**config.mk**
```make
export PLATFORM = sky130hd
export DESIGN_NAME = parking_gate_ctrl
export DESIGN_NICKNAME = d
export VERILOG_FILES = /design/src/rtl/parking_gate_ctrl.sv
export SDC_FILE = /design/constraint.sdc
export NUM_CORES = 1
export LEC_CHECK = 0
export CAP_MARGIN = 10
export CORE_UTILIZATION = 45
export DETAILED_ROUTE_END_ITERATION = 10
export PLACE_DENSITY = 0.77
export SYNTH_ARGS = -nofsm -noshare
export SYNTH_HDL_FRONTEND = slang
export SYNTH_SLANG_ARGS = --single-unit
export TNS_END_PERCENT = 10
```
**constraint.sdc**
```tcl
create_clock -name clk -period 2.1 [get_ports clk]
set_clock_uncertainty 0.15 [all_clocks]
set_input_delay 0.315 -clock clk [delete_from_list [all_inputs] [get_ports clk]]
set_output_delay 0.315 -clock clk [all_outputs]
set_load 0.03 [all_outputs]
```
**src/rtl/parking_gate_ctrl.sv**
```systemverilog
// Entry-lane access controller: arrival/passage sensors, PIN keypad, wrong-attempt
// and block alarms, gate-open timeout and lot occupancy tracking.
module parking_gate_ctrl #(
  parameter int                PIN_W     = 8,
  parameter logic [PIN_W-1:0]  PIN       = 8'd87,
  parameter int                MAX_TRIES = 3,
  parameter int                CAP       = 16,
  parameter int                OPEN_TO   = 64,
  localparam int               OCC_W     = $clog2(CAP + 1)
) (
  input  logic             clk,
  input  logic             rst,
  input  logic             sensor_1,
  input  logic             sensor_2,
  input  logic             pin_valid,
  input  logic [PIN_W-1:0] pin,
  input  logic             car_exit,
  output logic             alarm_1,
  output logic             alarm_2,
  output logic             open_gate,
  output logic             close_gate,
  output logic             full,
  output logic [OCC_W-1:0] occupancy,
  output logic [1:0]       dbg_state
);

  localparam int TRY_W = $clog2(MAX_TRIES + 1);
  localparam int TO_W  = $clog2(OPEN_TO + 1);

  localparam logic [TRY_W-1:0] MAX_T   = TRY_W'(MAX_TRIES);
  localparam logic [TRY_W-1:0] TRY_ONE = TRY_W'(1);
  localparam logic [TO_W-1:0]  TO_LAST = TO_W'(OPEN_TO - 1);
  localparam logic [TO_W-1:0]  TO_ONE  = TO_W'(1);
  localparam logic [OCC_W-1:0] CAP_V   = OCC_W'(CAP);
  localparam logic [OCC_W-1:0] OCC_ONE = OCC_W'(1);

  // Encoding is visible on dbg_state: 0 idle, 1 PIN entry, 2 gate open, 3 blocked.
  typedef enum logic [1:0] {
    S_IDLE      = 2'd0,
    S_PIN_ENTRY = 2'd1,
    S_GATE_OPEN = 2'd2,
    S_BLOCKED   = 2'd3
  } state_t;

  state_t           state, state_n;
  logic [TRY_W-1:0] tries, tries_n, tries_inc;
  logic [TO_W-1:0]  to_cnt, to_cnt_n;
  logic [OCC_W-1:0] occupancy_n;
  logic             alarm_1_n, alarm_2_n, open_gate_n, close_gate_n, full_n;
  logic             good_pin, bad_pin, blk;
  logic             passage, inc_ok, dec_ok;

  assign good_pin  = pin_valid && (pin == PIN);
  assign bad_pin   = pin_valid && (pin != PIN);
  assign blk       = sensor_1 && sensor_2;
  assign tries_inc = (tries == MAX_T) ? tries : tries + TRY_ONE;
  assign dbg_state = state;

  always_ff @(posedge clk) begin
    if (rst) begin
      state      <= S_IDLE;
      tries      <= '0;
      to_cnt     <= '0;
      occupancy  <= '0;
      alarm_1    <= 1'b0;
      alarm_2    <= 1'b0;
      open_gate  <= 1'b0;
      close_gate <= 1'b0;
      full       <= 1'b0;
    end else begin
      state      <= state_n;
      tries      <= tries_n;
      to_cnt     <= to_cnt_n;
      occupancy  <= occupancy_n;
      alarm_1    <= alarm_1_n;
      alarm_2    <= alarm_2_n;
      open_gate  <= open_gate_n;
      close_gate <= close_gate_n;
      full       <= full_n;
    end
  end

  always_comb begin
    state_n      = state;
    tries_n      = tries;
    to_cnt_n     = to_cnt;
    alarm_1_n    = alarm_1;
    alarm_2_n    = alarm_2;
    open_gate_n  = open_gate;
    close_gate_n = 1'b0;
    passage      = 1'b0;

    case (state)
      S_IDLE: begin
        if (blk) begin
          state_n     = S_BLOCKED;
          alarm_2_n   = 1'b1;
          open_gate_n = 1'b0;
        end else if (sensor_1 && !full) begin
          state_n = S_PIN_ENTRY;
        end
      end
      S_PIN_ENTRY: begin
        if (blk) begin
          state_n     = S_BLOCKED;
          alarm_2_n   = 1'b1;
          open_gate_n = 1'b0;
        end else if (good_pin) begin
          state_n     = S_GATE_OPEN;
          open_gate_n = 1'b1;
          tries_n     = '0;
          alarm_1_n   = 1'b0;
          to_cnt_n    = '0;
        end else if (bad_pin) begin
          tries_n = tries_inc;
          if (tries_inc == MAX_T) alarm_1_n = 1'b1;
        end else if (!sensor_1) begin
          // Walking away keeps the attempt count so retries cannot reset it.
          state_n = S_IDLE;
        end
      end
      S_GATE_OPEN: begin
        if (blk) begin
          state_n      = S_BLOCKED;
          alarm_2_n    = 1'b1;
          open_gate_n  = 1'b0;
          close_gate_n = 1'b1;
        end else if (sensor_2) begin
          state_n      = S_IDLE;
          open_gate_n  = 1'b0;
          close_gate_n = 1'b1;
          passage      = 1'b1;
        end else if (to_cnt == TO_LAST) begin
          state_n      = S_IDLE;
          open_gate_n  = 1'b0;
          close_gate_n = 1'b1;
        end else begin
          to_cnt_n = to_cnt + TO_ONE;
        end
      end
      S_BLOCKED: begin
        if (good_pin) begin
          state_n   = S_IDLE;
          alarm_2_n = 1'b0;
          alarm_1_n = 1'b0;
          tries_n   = '0;
        end
      end
      default: state_n = S_IDLE;
    endcase

    // Entry and exit in the same cycle cancel; each side is bounded on its own.
    inc_ok      = passage && (occupancy != CAP_V);
    dec_ok      = car_exit && (occupancy != '0);
    occupancy_n = occupancy;
    if (inc_ok && !dec_ok)      occupancy_n = occupancy + OCC_ONE;
    else if (dec_ok && !inc_ok) occupancy_n = occupancy - OCC_ONE;
    full_n = (occupancy_n == CAP_V);
  end

endmodule

```
---- Word-level counts from Yosys, hierarchy flattened ----
Index checks and enable logic that the tools add are counted.
cells by class
  add/subtract/negate cells ............... 4
  equal/unequal tests ..................... 25
  multiplexer cells ....................... 45
  bitwise operators ....................... 1
  reductions and logical operators ........ 24
operators by type and width
  operator             number
  $mux 7               5
  $mux 2               14
  $mux 1               18
  $ne 2x2->1 const B   7
  $pmux 7 s2           1
  $ne 3x3->1 const B   4
  $ne 4x4->1 const B   3
  $mux 5               2
  $reduce_and 5->1     2
  $eq 2x2->1 const B   4
  $eq 8x7->1 const B   1
  $logic_and 1x1->1    8
  $ne 8x7->1 const B   1
  $pmux 2 s4           1
  $reduce_and 4->1     2
  $add 7x1->7 const B  1
  $eq 7x6->1 const B   1
  $reduce_and 6->1     1
  $add 5x1->5 const B  1
  $eq 5x5->1 const B   1
  $ne 5x5->1 const B   1
  $reduce_bool 5->1    1
  $sub 5x1->5 const B  1
  $pmux 1 s2           2
  13 further kinds     16
word-level totals
  register bits ........................... 21
  bits of input ports ..................... 14
  output and inout port bits .............. 12
  word-level logic and storage cells ...... 108

---- Logic depth before layout (Yosys ltp) ----
  depth after elaboration ................. 9
  gate-level depth with buffers ........... 7
  depth with buffers taken out ............ 7

---- Worst setup path before layout ----
Ideal clock, no wire load.
  path kind ............................... reg2reg
  start ................................... register occupancy[0]
  end ..................................... register full
  setup time .............................. 0.061 ns
  arrival ................................. 1.961 ns
  required time ........................... 1.889 ns
  setup slack ............................. -0.071 ns
  stages on the path, launching flop included .. 8
  path buffers ............................ 0
  period minus slack after synthesis ...... 2.171 ns
  cell sequence ........................... dfxtp_1 -> inv_1 -> ha_1 -> or4bb_1 -> a21o_2 -> and4_4 -> nor3b_1 -> and4_1
on the way
  longest elaborated chain between the ends .. 7
  elaborated cells between the ends (all ways) .. 13
  classes of those cells .................. 2 x add/sub; 2 x eq/ne; 2 x mux; 7 x reduce/logical
RTL lines
  item                                                 line  text
  start, declared                                      23    output logic [OCC_W-1:0] occupancy,
  start signal, assigned                               74    occupancy <= occupancy_n;
  branches (longest 5 deep; another with $sub 5x1->5)  -
  $mux 5 (*)                                           156   if (inc_ok && !dec_ok) occupancy_n = occupancy + OCC_ONE;
  $eq 5x5->1 (*)                                       158   full_n = (occupancy_n == CAP_V);
  end signal, assigned                                 79    full <= full_n;
  end, declared                                        22    output logic full,
Mark *: on every way between the ends.
A chain may end at the register's enable or synchronous reset.

---- Worst setup path in the final report ----
Same ends and word-level chain as after synthesis.

==> run metrics <==
P_int=approximately 0.94 mW; Clock transition at path regs=~0.12 ns; maxcap violations=0; count of final max-slew check failures=0; Sw Ratio=roughly two fifths; antenna viol nets, final=0; worst hold path class=reg2reg; hold_buf cts=0; CTS Buf Count=3; Tot GR Track Use=around a quarter; area added between synthesis and finish=37.08%; Die Span Y=~55 um; sequential share of power=31.7%; H-tree depth=1; syn avg cell area=8.121 sq um; combinational power share=between 50% and 60%; worst vdd ir=about 1.0 mV; crit share post-route=98.92%; Pre-antenna DRT Iters=4; status=finished, final reports clean; initial core utilization=between 40% and 50%; worst hold slack=0.3328 ns; critical path startpoint category=flop; initial DRC count=30; CTS Root Cell=clkbuf_4; register area share after synthesis=approximately 33%; ANT cells=0; # IOs=26; CP Max Fanout=4; syn_nets=approximately 170; Leakage=~0.66 nW; count of final setup violators=0; number of buffer and inverter stages on the critical path=1; CTS tree=done; Setup Crit Path Kind=reg2reg; overall power=approximately 1.6 mW; CP top delay family=simple AND/OR/NAND/NOR gates; Syn Inst Count=about 160; largest net degree at the start of global routing=16; clock share of power=about an eighth; Die W=54.89 um; count of state elements after synthesis=21; Slew @ Worst Pin=approximately 0.36 ns; clk buf depth=2; first-pass GRT wire length=5.368 mm; minimum clock period=~2.1 ns; DR vias/cell=between 6 and 7; most frequent cells in the layout=25 x clkdlybuf4s50_1, 21 x buf_4, 19 x nor2_1, 19 x dfxtp_1, 14 x a21oi_1; R2R setup slack=0.02 ns; Crit path arrival time=~2.2 ns; DRC violations left=0; core area=roughly 2600 sq um; vias in the first global route=roughly 1300; crit-path cells=inv_4 -> ha_4 -> or3b_1 -> or3_4 -> and4_4 -> nor3b_2 -> and4_1; CP peak stage delay=a little over 0.4 ns; Slew headroom=75.74%; CP Data Required Time=2.20 ns; number of clock sinks=21; average wire per standard cell=roughly 15 um; layout net count=215; Yosys cell types=between 40 and 50; commonest non-fill, non-tap cell in the layout=clkdlybuf4s50_1; Sw Pwr=~0.63 mW; Yosys Warn Count=0; layout cell share with drive strength beyond 1=21.83%; critical path's slowest cell=or3b_1; clock latency on the worst-skew pair=between 0.3 and 0.4 ns; Top FF cell, synth=dfxtp_1; detailed placer's ending HPWL=around 2.4 mm; Worst Setup End Kind=flop; Post-synth ARST share=0%; die area=roughly 3000 sq um; Overflow after GRT=0; initial antenna violation count=0; pwr dens=just over 900 nW/um^2; via count=about 1400; filler-free cell count of the finished design=roughly 230; Post-Syn Area=around 1300 sq um; port buffer count=25; row count=18; final WL=approximately 3.3 mm; fmax=around 0.48 GHz; final hold vios=0; GP Congestion=0.8178; cell total after placement=between 200 and 250; EDFF count, synth=0
[what timing repair did]
item / 4_1_cts / 5_1_grt
buffers inserted: 0 / 1
endpoints found under the setup margin: 1 / 1
pin swaps: 1 / 2
resized for setup: 5 / 4
[cell type report]
class	instances	area (sq um)
clock buffers	3	22.52
multi-input cells	121	808.3
fillers	218	842.1
flip-flops and latches	21	422.9
inverters	5	21.27
well taps	30	37.54
clock inverters	1	5.005
repair buffers	46	407.9
[power by group through the flow]
stage               combinational, mW  sequential [mW]  clock, mW
finish                          0.872            0.497      0.200
global route                    0.945            0.503      0.224
CTS                             0.828            0.495      0.205
detailed placement              0.779            0.500          0
global placement                0.736            0.497          0
floorplan                       0.365            0.589          0
[synth_stat cells, drive strengths merged (2+ instances only)]
cell | count | area [sq um]
dfxtp | 21 | 420.4
nor2 | 19 | 71.32
a21oi | 14 | 70.07
o21ai | 11 | 55.05
nand2 | 8 | 30.03
a31oi | 7 | 43.79
clkbuf | 6 | 22.52
inv | 5 | 18.77
nor3b | 5 | 42.54
and3 | 4 | 26.28
and2 | 3 | 18.77
and4bb | 3 | 37.53
ha | 3 | 37.54
nand2b | 3 | 18.77
nand3 | 3 | 15.01
nand3b | 3 | 22.52
nor3 | 3 | 15.01
and4 | 2 | 20.02
buf | 2 | 16.26
nand4 | 2 | 12.51
nand4bb | 2 | 22.52
o211ai | 2 | 15.01
o22ai | 2 | 12.51
xor2 | 2 | 17.52
[cells by family after synthesis]
logic type,count (synthesis),share of synthesized area (%)
simple gates,67,32.80
compound gates,48,23.96
flops,21,33.40
buf+inv,13,4.572
fa+ha+maj,3,2.982
xor+xnor,2,1.392
mux,1,0.8946
[sequential cells by signal (all words and copies together) (netlist names)]
signal / cells
alarm_2: 1
close_gate: 1
to_cnt: 7
open_gate: 1
occupancy: 5
alarm_1: 1
full: 1
tries: 2
dbg_state: 2
[metrics by stage]
stage                     setup WS [ns]  setup TNS, ns  instance area (sq um)  utilization (%)
final                           0.02273              0                   1725            67.20
after CTS                      0.003470              0                   1704            66.37
after detailed placement        -0.2175        -0.8368                   1660            64.67
after global routing           -0.02131       -0.02131                   1725            67.20
after floorplan                0.009431              0                   1261                -
after global placement          -0.1180        -0.2726                   1660            64.67
[per-layer routing]
metal	vias to the layer above	global-route usage, %	wire length, um
met3	6	4.167	180
met2	55	45.98	1738
met1	635	28.55	1391
met4	0	9.402	38
met5	-	0	0
li1	668	-	-
[worst reg2reg max path, stage by stage (launching register included)]
cell and delay (ns):
dfxtp_2 0.35, inv_4 0.07, ha_4 0.13, or3b_1 0.41
or3_4 0.36, and4_4 0.19, nor3b_2 0.15, and4_1 0.21
[path summary, 6_finish.rpt]
| path | from | to | cells after the start |
|---|---|---|---|
| worst min register to register | to_cnt[6]$_SDFFE_PP0P_ | to_cnt[6]$_SDFFE_PP0P_ | 1 |
| worst max register to register | occupancy[0]$_SDFF_PP0_ | full$_SDFF_PP0_ | 7 |
| worst min-delay path | to_cnt[6]$_SDFFE_PP0P_ | to_cnt[6]$_SDFFE_PP0P_ | 1 |
| worst max-delay path | occupancy[0]$_SDFF_PP0_ | full$_SDFF_PP0_ | 7 |
Note: power is estimated with default switching activity, not from simulation.
